File: src/rtl/countdown_timer.sv
// Loadable M:S.t countdown timer: debounced start/pause button, 4-state FSM, BCD down-count to 00.0, then alarm.
// Latency: button action DEB_CYCLES+3 clk after raw edge; one tenth decrement every TICK_DIV clk in RUN.
// Backpressure: none; level/pulse inputs are sampled every cycle and all outputs are registered.
//
// Ports:
//   i_clk        system clock, rising edge
//   i_rst_n      asynchronous active-low reset
//   i_start_btn  raw start/pause button level (1 = pressed), asynchronous to i_clk
//   i_load       synchronous load strobe (level), honoured outside RUN
//   i_preset_ts  preset tens-of-seconds (clamped to 5)
//   i_preset_ss  preset seconds (clamped to 9)
//   o_ts/o_ss/o_tenths  BCD digits for the display decoders
//   o_running    high while counting
//   o_alarm      high while the alarm is sounding
module countdown_timer #(
  parameter int TICK_DIV    = 5_000_000,
  parameter int DEB_CYCLES  = 500_000,
  parameter int ALARM_TICKS = 20
) (
  input  logic       i_clk,
  input  logic       i_rst_n,
  input  logic       i_start_btn,
  input  logic       i_load,
  input  logic [2:0] i_preset_ts,
  input  logic [3:0] i_preset_ss,
  output logic [2:0] o_ts,
  output logic [3:0] o_ss,
  output logic [3:0] o_tenths,
  output logic       o_running,
  output logic       o_alarm
);

  localparam int PW = (TICK_DIV > 1)    ? $clog2(TICK_DIV)    : 1;
  localparam int DW = (DEB_CYCLES > 1)  ? $clog2(DEB_CYCLES)  : 1;
  localparam int AW = (ALARM_TICKS > 1) ? $clog2(ALARM_TICKS) : 1;

  localparam logic [PW-1:0] PRESC_MAX = PW'(TICK_DIV - 1);
  localparam logic [DW-1:0] DEB_MAX   = DW'(DEB_CYCLES - 1);
  localparam logic [AW-1:0] ALARM_MAX = AW'(ALARM_TICKS - 1);

  typedef enum logic [1:0] {
    S_IDLE  = 2'd0,
    S_RUN   = 2'd1,
    S_PAUSE = 2'd2,
    S_ALARM = 2'd3
  } state_t;

  // Button path registers
  logic          r_sync1;
  logic          r_sync2;
  logic          r_deb_level;
  logic          r_deb_prev;
  logic [DW-1:0] r_deb_cnt;

  // Timer state
  state_t        r_state;
  logic [PW-1:0] r_presc;
  logic [AW-1:0] r_alarm_cnt;
  logic [2:0]    r_ts;
  logic [3:0]    r_ss;
  logic [3:0]    r_tenths;
  logic          r_running;
  logic          r_alarm;

  // Combinational next-state
  logic          w_press;
  logic          w_tick;
  state_t        w_state_nxt;
  logic [PW-1:0] w_presc_nxt;
  logic [AW-1:0] w_alarm_cnt_nxt;
  logic [2:0]    w_ts_nxt;
  logic [3:0]    w_ss_nxt;
  logic [3:0]    w_tenths_nxt;
  logic [2:0]    w_dec_ts;
  logic [3:0]    w_dec_ss;
  logic [3:0]    w_dec_tenths;
  logic          w_dec_zero;
  logic          w_is_zero;
  logic [2:0]    w_load_ts;
  logic [3:0]    w_load_ss;

  // ---------------------------------------------------------------------------
  // Synchronizer + debouncer. The accepted level flips only after DEB_CYCLES
  // consecutive synchronized samples disagree with it; any agreeing sample
  // restarts the count, so short glitches never reach the FSM.
  // ---------------------------------------------------------------------------
  always_ff @(posedge i_clk or negedge i_rst_n) begin
    if (!i_rst_n) begin
      r_sync1     <= 1'b0;
      r_sync2     <= 1'b0;
      r_deb_level <= 1'b0;
      r_deb_prev  <= 1'b0;
      r_deb_cnt   <= '0;
    end else begin
      r_sync1    <= i_start_btn;
      r_sync2    <= r_sync1;
      r_deb_prev <= r_deb_level;
      if (r_sync2 == r_deb_level) begin
        r_deb_cnt <= '0;
      end else if (r_deb_cnt == DEB_MAX) begin
        r_deb_level <= r_sync2;
        r_deb_cnt   <= '0;
      end else begin
        r_deb_cnt <= r_deb_cnt + DW'(1);
      end
    end
  end

  // One-cycle pulse on the debounced rising edge only; release is silent.
  assign w_press = r_deb_level & ~r_deb_prev;

  assign w_tick = ((r_state == S_RUN) || (r_state == S_ALARM)) && (r_presc == PRESC_MAX);

  assign w_is_zero = (r_ts == 3'd0) && (r_ss == 4'd0) && (r_tenths == 4'd0);

  assign w_load_ts = (i_preset_ts > 3'd5) ? 3'd5 : i_preset_ts;
  assign w_load_ss = (i_preset_ss > 4'd9) ? 4'd9 : i_preset_ss;

  // BCD borrow chain. ts is never borrowed from at 00.0 because RUN exits
  // to ALARM as soon as the value reaches zero.
  always_comb begin
    w_dec_ts     = r_ts;
    w_dec_ss     = r_ss;
    w_dec_tenths = (r_tenths == 4'd0) ? 4'd9 : r_tenths - 4'd1;
    if (r_tenths == 4'd0) begin
      w_dec_ss = (r_ss == 4'd0) ? 4'd9 : r_ss - 4'd1;
      if (r_ss == 4'd0) begin
        w_dec_ts = r_ts - 3'd1;
      end
    end
  end

  assign w_dec_zero = (w_dec_ts == 3'd0) && (w_dec_ss == 4'd0) && (w_dec_tenths == 4'd0);

  // ---------------------------------------------------------------------------
  // FSM next-state and datapath
  // ---------------------------------------------------------------------------
  always_comb begin
    w_state_nxt     = r_state;
    w_presc_nxt     = r_presc;
    w_alarm_cnt_nxt = r_alarm_cnt;
    w_ts_nxt        = r_ts;
    w_ss_nxt        = r_ss;
    w_tenths_nxt    = r_tenths;

    case (r_state)
      S_IDLE: begin
        w_presc_nxt = '0;
        // Load wins over a coincident press.
        if (i_load) begin
          w_ts_nxt     = w_load_ts;
          w_ss_nxt     = w_load_ss;
          w_tenths_nxt = 4'd0;
        end else if (w_press && !w_is_zero) begin
          w_state_nxt = S_RUN;
        end
      end

      S_RUN: begin
        w_presc_nxt = w_tick ? '0 : r_presc + PW'(1);
        if (w_tick) begin
          w_ts_nxt     = w_dec_ts;
          w_ss_nxt     = w_dec_ss;
          w_tenths_nxt = w_dec_tenths;
        end
        // Reaching zero beats a coincident press; load is ignored while running.
        if (w_tick && w_dec_zero) begin
          w_state_nxt     = S_ALARM;
          w_alarm_cnt_nxt = '0;
        end else if (w_press) begin
          w_state_nxt = S_PAUSE;
        end
      end

      S_PAUSE: begin
        // Prescaler is held so the resumed tenth is only the remainder.
        if (i_load) begin
          w_state_nxt  = S_IDLE;
          w_presc_nxt  = '0;
          w_ts_nxt     = w_load_ts;
          w_ss_nxt     = w_load_ss;
          w_tenths_nxt = 4'd0;
        end else if (w_press) begin
          w_state_nxt = S_RUN;
        end
      end

      S_ALARM: begin
        w_presc_nxt = w_tick ? '0 : r_presc + PW'(1);
        if (i_load) begin
          w_state_nxt  = S_IDLE;
          w_presc_nxt  = '0;
          w_ts_nxt     = w_load_ts;
          w_ss_nxt     = w_load_ss;
          w_tenths_nxt = 4'd0;
        end else if (w_press) begin
          w_state_nxt = S_IDLE;
          w_presc_nxt = '0;
        end else if (w_tick) begin
          if (r_alarm_cnt == ALARM_MAX) begin
            w_state_nxt     = S_IDLE;
            w_alarm_cnt_nxt = '0;
          end else begin
            w_alarm_cnt_nxt = r_alarm_cnt + AW'(1);
          end
        end
      end

      default: begin
        w_state_nxt = S_IDLE;
      end
    endcase
  end

  always_ff @(posedge i_clk or negedge i_rst_n) begin
    if (!i_rst_n) begin
      r_state     <= S_IDLE;
      r_presc     <= '0;
      r_alarm_cnt <= '0;
      r_ts        <= 3'd0;
      r_ss        <= 4'd0;
      r_tenths    <= 4'd0;
      r_running   <= 1'b0;
      r_alarm     <= 1'b0;
    end else begin
      r_state     <= w_state_nxt;
      r_presc     <= w_presc_nxt;
      r_alarm_cnt <= w_alarm_cnt_nxt;
      r_ts        <= w_ts_nxt;
      r_ss        <= w_ss_nxt;
      r_tenths    <= w_tenths_nxt;
      // Status flags track the state being entered so they switch on the
      // same edge as the digits.
      r_running   <= (w_state_nxt == S_RUN);
      r_alarm     <= (w_state_nxt == S_ALARM);
    end
  end

  assign o_ts      = r_ts;
  assign o_ss      = r_ss;
  assign o_tenths  = r_tenths;
  assign o_running = r_running;
  assign o_alarm   = r_alarm;

endmodule
File: config.mk
export PLATFORM = sky130hd
export DESIGN_NAME = countdown_timer
export DESIGN_NICKNAME = d
export VERILOG_FILES = /design/src/rtl/countdown_timer.sv
export SDC_FILE = /design/constraint.sdc
export NUM_CORES = 1
export LEC_CHECK = 0
export ABC_CLOCK_PERIOD_IN_PS = 4300
export BUFFER_PORTS_ARGS = -buffer_cell sky130_fd_sc_hd__buf_4
export CORE_ASPECT_RATIO = 1.2
export CORE_MARGIN = 8
export CORE_UTILIZATION = 49
export CTS_CLUSTER_SIZE = 14
export DETAILED_ROUTE_END_ITERATION = 6
export PLACE_DENSITY = 0.67
export SETUP_SLACK_MARGIN = 0.05
export SYNTH_ARGS = -nofsm -noshare
export SYNTH_HDL_FRONTEND = slang
export SYNTH_SLANG_ARGS = --single-unit
File: constraint.sdc
create_clock -name i_clk -period 4.3 [get_ports i_clk]
set_input_delay 0.645 -clock i_clk [delete_from_list [all_inputs] [get_ports i_clk]]
set_output_delay 0.645 -clock i_clk [all_outputs]
set_load 0.01 [all_outputs]
==> results.cfg, run 1 <==
[sta]
setup_violations = 0
max_freq_mhz = 385
skew_ns = 0.00924
slew_viol_final = 0
worst_pin_slew_ns = 0.815
tns_ns = 0
relSlewSlack_pct = 45.7
finalCritPeriodShare_pct = 60.4
hold_violations = 0
hold_slack_ns = 0.364
rsz0062_at_grt = no
min_period_ns = 2.60

[clock_network]
cts_root_buffer = clkbuf_8
cts_buffers = 9
cts_sinks = 66
clk_path_buf_depth = 2
htreeDepth = 3
cts_tree = built
path_clk_slew_ns = 0.07
cts_resized = 0
cts_setup_buffers = 0
cts.hold.buffers_added = 0
insertion_delay_ns = 0.33

[setup_path]
reg2reg_from = r_presc[0]$_DFFE_PN0P_
cp-startpoint = r_presc[0]$_DFFE_PN0P_
worst-endpoint-arrival_ns = 2.81
r2r_slack_ns = 1.70
crit_fanout = 10
crit_end = o_ts[1]$_DFFE_PN0P_
reg2reg_to = o_ts[1]$_DFFE_PN0P_
worst_setup_path_end_kind = flop
path_class = flop to flop
cp-start-kind = flop
crit_required_ns = 4.51
ff2ff_path_depth = 6

[floorplan]
core-area_mm2 = 0.00715
pin_count = 24
row_count = 34
die_w_um = 93.6
die_h_um = 109
start_util_pct = 49.5
die-area_mm2 = 0.0102

[final_layout]
nets = 426
final_cells = 505
layout-drive-gt1-share_pct = 12.8
post-route-util_pct = 56.0
nFillCells = 661
syn_to_final_growth_pct = 13.0
multiInputGateArea_mm2 = 0.00183
ff_latch_area_mm2 = 0.00165
antenna_cells = 0

[global_routing]
grt_pass1_vias = 2893
grt_max_degree = 67
grt.overflow.total = 0
grt_util_all_layers_pct = 16.1
grt_pass1_wl_mm = 13.3
antenna_found_initial = 0

[logic_synthesis]
synth.top_cell.area_share_pct = 46.6
syn_area_mm2 = 0.00354
synth-edff-count = 0
synth_warnings = 0
synth_ff_type = dfrtp_1
ys_types = 57
syn_area_per_cell_um2 = 9.27
synth_area_leaders = dfrtp_1, nor2_1, nand3_1
synth.most_common_cell = dfrtp_1
ys_seq_area_share_pct = 46.6
async_flop_share_pct = 100
synthCells = 382
synth_seq_cells = 66
syn-num-nets = 398
yosys-top-cells-count = dfrtp_1, nor2_1, nand2_1
yosysTopAreaCell = dfrtp_1

[drt]
wl_per_cell_um = 15.0
drt_wl_total_mm = 7.57
initialDrtViolationCount = 92
via_per_inst = 5.85
ant_nets = 0
drc = 0
firstDrtPassIters = 4
vias = 2954

[pwr]
p_per_area_mw_per_mm2 = 299
p_leak_nw = 1.72
power_mw = 1.20
ir_worst_vdd_mv = 0.234

[place]
port_buffers = 23
place_inst = 489
hpwl_mm = 5.36
gp_congestion = 0.865

[min_path]
hold_path_class = flop to flop

[job]
max-cap-violations = 0

[outcome]
status = complete, no violations
[routing by layer]
layer | GRT usage (%) | share of wire [%] | vias up
met5 | 0 | 0 | -
met1 | 20.1 | 47 | 1444
met4 | 6.36 | 1.2 | 0
met3 | 4.06 | 3.3 | 9
li1 | - | - | 1453
met2 | 26.0 | 48 | 48
[cells by family (layout without fill, tap and decap cells)]
| family | after synthesis | count (layout) | share of synthesized area (%) |
|---|---|---|---|
| and+or+nand+nor | 190 | 190 | 28.1 |
| buffers and inverters | 16 | 49 | 1.80 |
| adders and majority gates | 5 | 5 | 1.77 |
| AOI/OAI and AO/OA | 76 | 76 | 14.3 |
| muxes | 3 | 3 | 0.919 |
| xor gates and xnor gates | 26 | 26 | 6.43 |
| DFF | 66 | 66 | 46.6 |
[power breakdown]
| part | switching, mW | internal [mW] | total, mW |
|---|---|---|---|
| logic | 0.0394 | 0.0273 | 0.0667 |
| registers | 0.0115 | 0.630 | 0.641 |
| clock network | 0.233 | 0.255 | 0.488 |
| total | 0.284 | 0.911 | 1.20 |
[cells in the final DEF (no fill, tap or decap), types with 4 or more instances in the layout]
master,netlist,routed
nor4_1,9,9
inv_1,7,7
clkbuf_8,0,12
ha_1,5,5
and3_1,12,12
nor2b_1,4,4
a21oi_1,9,9
o31ai_1,5,5
nand3_1,28,28
nor3_1,13,13
a21o_1,4,4
dfrtp_1,66,66
and2_1,5,5
xnor2_1,11,11
nand2b_1,8,8
nor2_1,51,51
o21ai_0,22,22
o22ai_1,4,4
xor2_1,15,15
a211oi_1,6,6
buf_4,0,26
a31oi_1,5,5
nand2_1,30,30
[worst max-delay path: stages, from the launching register on]
cell	delay, ns
dfrtp_1	0.38
ha_1	0.21
and3_1	0.19
nand3_1	0.19
nor4_1	0.66
a21oi_1	0.40
o32a_1	0.44
[worst min path at each step]
| stage | start | endpoint | slack [ns] | cells after the start |
|---|---|---|---|---|
| detailed placement | r_sync1$_DFF_PN0_ | r_sync2$_DFF_PN0_ | 0.35 | 0 |
| global placement | r_sync1$_DFF_PN0_ | r_sync2$_DFF_PN0_ | 0.33 | 0 |
| CTS | r_sync1$_DFF_PN0_ | r_sync2$_DFF_PN0_ | 0.36 | 0 |
| global route | r_sync1$_DFF_PN0_ | r_sync2$_DFF_PN0_ | 0.38 | 0 |
| finish | r_sync1$_DFF_PN0_ | r_sync2$_DFF_PN0_ | 0.36 | 0 |
| floorplan | r_sync1$_DFF_PN0_ | r_sync2$_DFF_PN0_ | 0.33 | 0 |
[area by class of cell]
type | count | share of cell area (%)
Tap cell | 90 | 2.81
Clock buffer | 12 | 4.13
Clock inverter | 4 | 0.625
Multi-Input combinational cell | 300 | 45.6
Sequential cell | 66 | 41.3
Timing Repair Buffer | 26 | 4.88
Inverter | 7 | 0.657
[flip-flops by register name, indices dropped and copies added (netlist names)]
signal and count:
o_alarm 1, o_running 1, o_ss 4, o_tenths 4, o_ts 3, r_alarm_cnt 5
r_deb_cnt 19, r_deb_level 1, r_deb_prev 1, r_presc 23, r_state 2, r_sync1 1
r_sync2 1
[stage by stage]
step	cell area [µm²]	worst slack, ns
after floorplan	3540	1.94
after global placement	3810	1.78
after detailed placement	3810	1.70
after CTS	4000	1.67
after global routing	4000	1.41
final	4000	1.70
Note: power is estimated with default switching activity, not from simulation.
==> run 2: changes to the inputs <==
--- a/config.mk
+++ b/config.mk
@@ -5,14 +5,15 @@
 export SDC_FILE = /design/constraint.sdc
 export NUM_CORES = 1
 export LEC_CHECK = 0
-export ABC_CLOCK_PERIOD_IN_PS = 4300
+export ABC_AREA = 1
+export ABC_CLOCK_PERIOD_IN_PS = 2700
 export BUFFER_PORTS_ARGS = -buffer_cell sky130_fd_sc_hd__buf_4
 export CORE_ASPECT_RATIO = 1.2
 export CORE_MARGIN = 8
 export CORE_UTILIZATION = 49
 export CTS_CLUSTER_SIZE = 14
 export DETAILED_ROUTE_END_ITERATION = 6
-export PLACE_DENSITY = 0.67
+export PLACE_DENSITY = 0.66
 export SETUP_SLACK_MARGIN = 0.05
 export SYNTH_ARGS = -nofsm -noshare
 export SYNTH_HDL_FRONTEND = slang
==> constraint.sdc (replaced) <==
create_clock -name i_clk -period 2.7 [get_ports i_clk]
set_input_delay 0.405 -clock i_clk [delete_from_list [all_inputs] [get_ports i_clk]]
set_output_delay 0.405 -clock i_clk [all_outputs]
set_load 0.01 [all_outputs]
==> results.cfg, run 2 <==
[outcome]
status = complete, no violations

[clock_network]
cts.hold.buffers_added = 0
cts_tree = built
clk_path_buf_depth = 2
insertion_delay_ns = 0.34
path_clk_slew_ns = 0.07
cts_root_buffer = clkbuf_8
cts_setup_buffers = 0
cts_buffers = 9
htreeDepth = 3
cts_sinks = 66
cts_resized = 0

[pwr]
power_frac_comb_pct = 17.1
p_sw_share_pct = 30.0
power_frac_seq_pct = 48.8
p_per_area_mw_per_mm2 = 505
p_leak_nw = 1.97
ir_worst_vdd_mv = 0.389
p_switching_mw = 0.663
pwr-share-clk_pct = 34.0
p_int_mw = 1.54

[sta]
tns_ns = 0
setup_violations = 0
hold_violations = 0
layout_setup_ws_ns = 0.583
finalCritPeriodShare_pct = 78.4
skew_ns = 0.0131
max_freq_mhz = 472
relSlewSlack_pct = 44.6
worst_pin_slew_ns = 0.830
min_period_ns = 2.12
slew_viol_final = 0
rsz0062_at_grt = no

[floorplan]
die_w_um = 97.6
die-area_mm2 = 0.0111
row_count = 35
core-area_mm2 = 0.00771
pin_count = 24
die_h_um = 114
start_util_pct = 50.8

[min_path]
hold_path_class = input port to async pin

[global_routing]
grt_max_degree = 67
grt_util_all_layers_pct = 16.1
grt_pass1_wl_mm = 15.0
grt.overflow.total = 0
grt_pass1_vias = 3322
antenna_found_initial = 0

[setup_path]
crit_chain = ha_1, nand3_2, nor2_2, nand2_1, inv_2, nand4_1, nand2_1, inv_1, nand2_1, o21ai_0
crit_slowest_cell = dfrtp_1
worst_setup_path_end_kind = flop
path_class = flop to flop
critPathTopFamily = simple AND/OR/NAND/NOR gates
cp-start-kind = flop
worst-endpoint-arrival_ns = 2.34
cp.buffers_inverters = 2
crit_fanout = 14
crit_required_ns = 2.92
slowest_delay_ns = 0.41
critPathMostFrequentCell = nand2_1

[final_layout]
largest_registers = r_presc: 23 flops, r_deb_cnt: 19 flops, r_alarm_cnt: 5 flops
largest_reg_flops = 23
final_cells = 623
regMostFlops = r_presc
antenna_cells = 0
final_common_cell = nand2_1
nets = 543
final_area_mm2 = 0.00437
layout-drive-gt1-share_pct = 15.8
syn_to_final_growth_pct = 11.5
layout_common_cells = nand2_1, inv_1, dfrtp_1, nor2_1, nand3_1

[drt]
firstDrtPassIters = 5
ant_nets = 0
initialDrtViolationCount = 110
drt_wl_total_mm = 8.52
via_per_inst = 5.28
wl_per_cell_um = 13.7
drc = 0
vias = 3289

[place]
gp_congestion = 0.850
place_ws_ns = 0.614
port_buffers = 23
placedInstanceArea_mm2 = 0.00420
hpwl_mm = 6.23
place_inst = 608

[logic_synthesis]
synthCells = 495
synth.most_common_cell = nand2_1
synth_warnings = 0
syn_area_per_cell_um2 = 7.91
synth-edff-count = 0
synth_seq_cells = 66
yosys-top-cells-count = nand2_1, inv_1, dfrtp_1
synth_ff_type = dfrtp_1
synth_area_leaders = dfrtp_1, nand2_1, inv_1
async_flop_share_pct = 100
ys_seq_area_share_pct = 42.2
ys_types = 44
syn-num-nets = 511
syn_area_mm2 = 0.00392
synth.top_cell.area_share_pct = 42.2
yosysTopAreaCell = dfrtp_1

[job]
max-cap-violations = 0
## run 2: cell types whose count changed in the layout (fill, tap and decap cells not counted), sizes merged, moves of 5 or more
cell,delta
nor2,+13
nand2,+77
and3,-13
o21ai,+7
nand3,+6
o22ai,+10
inv,+70
xnor2,-7
nand2b,-8
nand4,+14
nor4,-6
and2,-5
## run 2: layer usage
layer  global-route usage [%]  vias to the layer above  part of all wire [%]
met5                        0                        -                     0
met3                     3.20                        9                   4.1
li1                         -                     1690                     -
met4                     7.69                        0                   1.4
met1                     20.0                     1536                    47
met2                     26.1                       54                    48
## run 2: layout make-up
class / count / area, µm²
tap: 92 / 115
clock buffer: 12 / 155
multi-input combinational: 346 / 1950
fill: 722 / 3340
clock inverter: 3 / 15.0
timing repair buffer: 25 / 188
inverter: 79 / 297
sequential: 66 / 1650
## run 2: worst paths after layout
kind,from,endpoint,slack [ns],cells past startpoint
min in group i_clk,i_start_btn,r_sync1$_DFF_PN0_,0.18,1
worst max-delay path,r_presc[0]$_DFFE_PN0P_,o_tenths[2]$_DFFE_PN0P_,0.58,10
max in group asynchronous,i_rst_n,r_state[0]$_DFF_PN0_,1.99,1
worst max register to register,r_presc[0]$_DFFE_PN0P_,o_tenths[2]$_DFFE_PN0P_,0.58,10
worst min-delay path,i_rst_n,r_presc[14]$_DFFE_PN0P_,0.15,1
worst min register to register,r_sync1$_DFF_PN0_,r_sync2$_DFF_PN0_,0.34,0
## run 2: cells by family after synthesis
logic type,synth area share (%)
adders and majority gates,1.60
DFF,42.2
buffers and inverters,8.11
and+or+nand+nor,32.4
xor gates and xnor gates,4.92
AOI/OAI and AO/OA,10.8
## run 2: power by group through the flow
| stage | combinational [mW] | clock (mW) | sequential (mW) |
|---|---|---|---|
| 6_report | 0.378 | 0.751 | 1.08 |
| 5_1_grt | 0.432 | 0.806 | 1.08 |
| 4_1_cts | 0.383 | 0.772 | 1.08 |
| 3_5_place_dp | 0.380 | 0 | 1.10 |
| 3_3_place_gp | 0.378 | 0 | 1.10 |
| 2_1_floorplan | 0.234 | 0 | 1.10 |
## run 2: stage by stage
stage | power [mW] | util, % | hold slack, ns
floorplan | 1.34 | - | 0.109
global placement | 1.47 | 54.5 | 0.331
detailed placement | 1.48 | 54.5 | 0.342
CTS | 2.23 | 56.7 | 0.164
global route | 2.32 | 56.7 | 0.169
finish | 2.21 | 56.7 | 0.152
==> run 3: changes to the inputs <==
--- a/config.mk
+++ b/config.mk
@@ -6,14 +6,14 @@
 export NUM_CORES = 1
 export LEC_CHECK = 0
 export ABC_AREA = 1
-export ABC_CLOCK_PERIOD_IN_PS = 2700
+export ABC_CLOCK_PERIOD_IN_PS = 1900
 export BUFFER_PORTS_ARGS = -buffer_cell sky130_fd_sc_hd__buf_4
 export CORE_ASPECT_RATIO = 1.2
 export CORE_MARGIN = 8
 export CORE_UTILIZATION = 49
 export CTS_CLUSTER_SIZE = 14
 export DETAILED_ROUTE_END_ITERATION = 6
-export PLACE_DENSITY = 0.66
+export PLACE_DENSITY = 0.69
 export SETUP_SLACK_MARGIN = 0.05
 export SYNTH_ARGS = -nofsm -noshare
 export SYNTH_HDL_FRONTEND = slang
==> constraint.sdc (replaced) <==
create_clock -name i_clk -period 1.9 [get_ports i_clk]
set_input_delay 0.285 -clock i_clk [delete_from_list [all_inputs] [get_ports i_clk]]
set_output_delay 0.285 -clock i_clk [all_outputs]
set_load 0.01 [all_outputs]
==> results.cfg, run 3 (synthesis gave the netlist of run 2 again) <==
[outcome]
status = complete, no violations

[floorplan]
core-area_mm2 = 0.00771
row_count = 35
die-area_mm2 = 0.0111
pin_count = 24
die_h_um = 114
die_w_um = 97.6
start_util_pct = 50.8

[setup_path]
worst-endpoint-arrival_ns = 2.07
reg2reg_from = r_presc[1]$_DFFE_PN0P_
ff2ff_path_depth = 12
r2r_slack_ns = 0.06
worst_setup_path_end_kind = flop
path_class = flop to flop
crit_fanout = 4
reg2reg_to = o_running$_DFF_PN0_
crit_required_ns = 2.13
cp-start-kind = flop

[clock_network]
cts_tree = built
cts_root_buffer = clkbuf_8
htreeDepth = 3
cts_buffers = 9
path_clk_slew_ns = 0.07
insertion_delay_ns = 0.34
clk_path_buf_depth = 2
cts_sinks = 66

[min_path]
min_from = i_start_btn
min_path_cells = 1
min_to = r_sync1$_DFF_PN0_
hold_path_class = input port to flop

[sta]
hold_slack_ns = 0.0547
skew_ns = 0.0141
relSlewSlack_pct = 71.5
hold_violations = 0
min_period_ns = 1.84
finalCritPeriodShare_pct = 96.6
worst_pin_slew_ns = 0.427
setup_violations = 0
rsz0062_at_grt = yes
slew_viol_final = 0
max_freq_mhz = 545

[global_routing]
grt_pass1_wl_mm = 15.4
grt.overflow.total = 0
antenna_found_initial = 0
grt_util_all_layers_pct = 16.6
grt_pass1_vias = 3437
grt_max_degree = 37

[final_layout]
nFillCells = 662
largest_reg_flops = 23
syn_to_final_growth_pct = 24.9
nets = 582
antenna_cells = 0
layout_common_cells = nand2_1, inv_1, dfrtp_1, buf_4, nor2_1
layout-drive-gt1-share_pct = 28.4
largest_registers = r_presc: 23 flops, r_deb_cnt: 19 flops, r_alarm_cnt: 5 flops
post-route-util_pct = 63.5
regMostFlops = r_presc
final_common_cell = nand2_1

[pwr]
p_per_area_mw_per_mm2 = 678
p_switching_mw = 1.04
p_int_mw = 2.27
power_frac_seq_pct = 46.5
p_leak_nw = 2.20
p_sw_share_pct = 31.5
power_frac_comb_pct = 20.9
power_mw = 3.32
pwr-share-clk_pct = 32.6
ir_worst_vdd_mv = 0.705

[drt]
via_per_inst = 5.40
firstDrtPassIters = 4
wl_per_cell_um = 14.4
vias = 3582
drt_wl_total_mm = 9.58
drc = 0
ant_nets = 0
initialDrtViolationCount = 160

[place]
hpwl_mm = 6.58
port_buffers = 23
gp_congestion = 0.939

[job]
max-cap-violations = 0
## run 3: how the worst max path moves through the flow
stage,startpoint,to,slack (ns),cells after the start
final,r_presc[1]$_DFFE_PN0P_,o_running$_DFF_PN0_,0.06,12
after global routing,r_presc[1]$_DFFE_PN0P_,o_running$_DFF_PN0_,-0.05,12
after CTS,r_deb_cnt[0]$_DFF_PN0_,r_deb_cnt[18]$_DFF_PN0_,0.03,7
after detailed placement,r_deb_cnt[0]$_DFF_PN0_,r_deb_cnt[18]$_DFF_PN0_,0.01,7
after global placement,o_ts[0]$_DFFE_PN0P_,r_alarm_cnt[2]$_DFFE_PN0P_,0.06,12
after floorplan,o_ts[0]$_DFFE_PN0P_,r_alarm_cnt[2]$_DFFE_PN0P_,0.18,12
## run 3: area by class of cell
cell class,count,area (µm²),share of cell area [%]
Tap cell,92,115,2.35
Clock buffer,10,138,2.81
Inverter,79,297,6.06
Timing Repair Buffer,64,503,10.3
Sequential cell,66,1660,33.9
Multi-Input combinational cell,346,2140,43.7
Clock inverter,6,42.5,0.869
## run 3: power groups by stage
stage,clock network [mW],logic [mW],registers (mW)
global route,1.15,0.778,1.55
detailed placement,0,0.562,1.56
CTS,1.10,0.587,1.53
global placement,0,0.555,1.56
floorplan,0,0.332,1.57
finish,1.08,0.692,1.54
## run 3: repair_timing
item,in CTS,in global routing
hold buffers,1,0
pin swaps,0,23
endpoints found under the setup margin,6,30
buffers inserted,2,26
endpoints found under the hold margin,30,0
gates resized for setup,2,52
## run 3: critical path: stages, from the launching register on
cell and delay [ns]:
dfrtp_1 0.42, ha_4 0.18, nand3_4 0.10, nor2_4 0.15
nand2_2 0.06, inv_2 0.09, nand4_4 0.11, o21ai_2 0.20
o21ai_1 0.09, nor2_1 0.11, nand3_1 0.10, nand2_1 0.07
inv_1 0.03
## run 3: per-stage QoR
| step | std cells | TNS (ns) | worst slack (ns) | area, µm² |
|---|---|---|---|---|
| finish | 663 | 0 | 0.0648 | 4890 |
| global route | 663 | -0.155 | -0.0534 | 4890 |
| CTS | 637 | 0 | 0.0288 | 4500 |
| detailed placement | 618 | 0 | 0.0123 | 4290 |
| global placement | 618 | 0 | 0.0615 | 4290 |
| floorplan | 495 | 0 | 0.177 | 3920 |
## run 3: metal layers
metal	part of all wire (%)	wire length, µm	vias to the layer above	GRT usage (%)
met5	0	0	-	0
li1	-	-	1770	-
met2	51	4880	74	28.2
met1	43	4130	1715	19.7
met4	2.8	265	0	8.00
met3	3.1	299	23	3.02
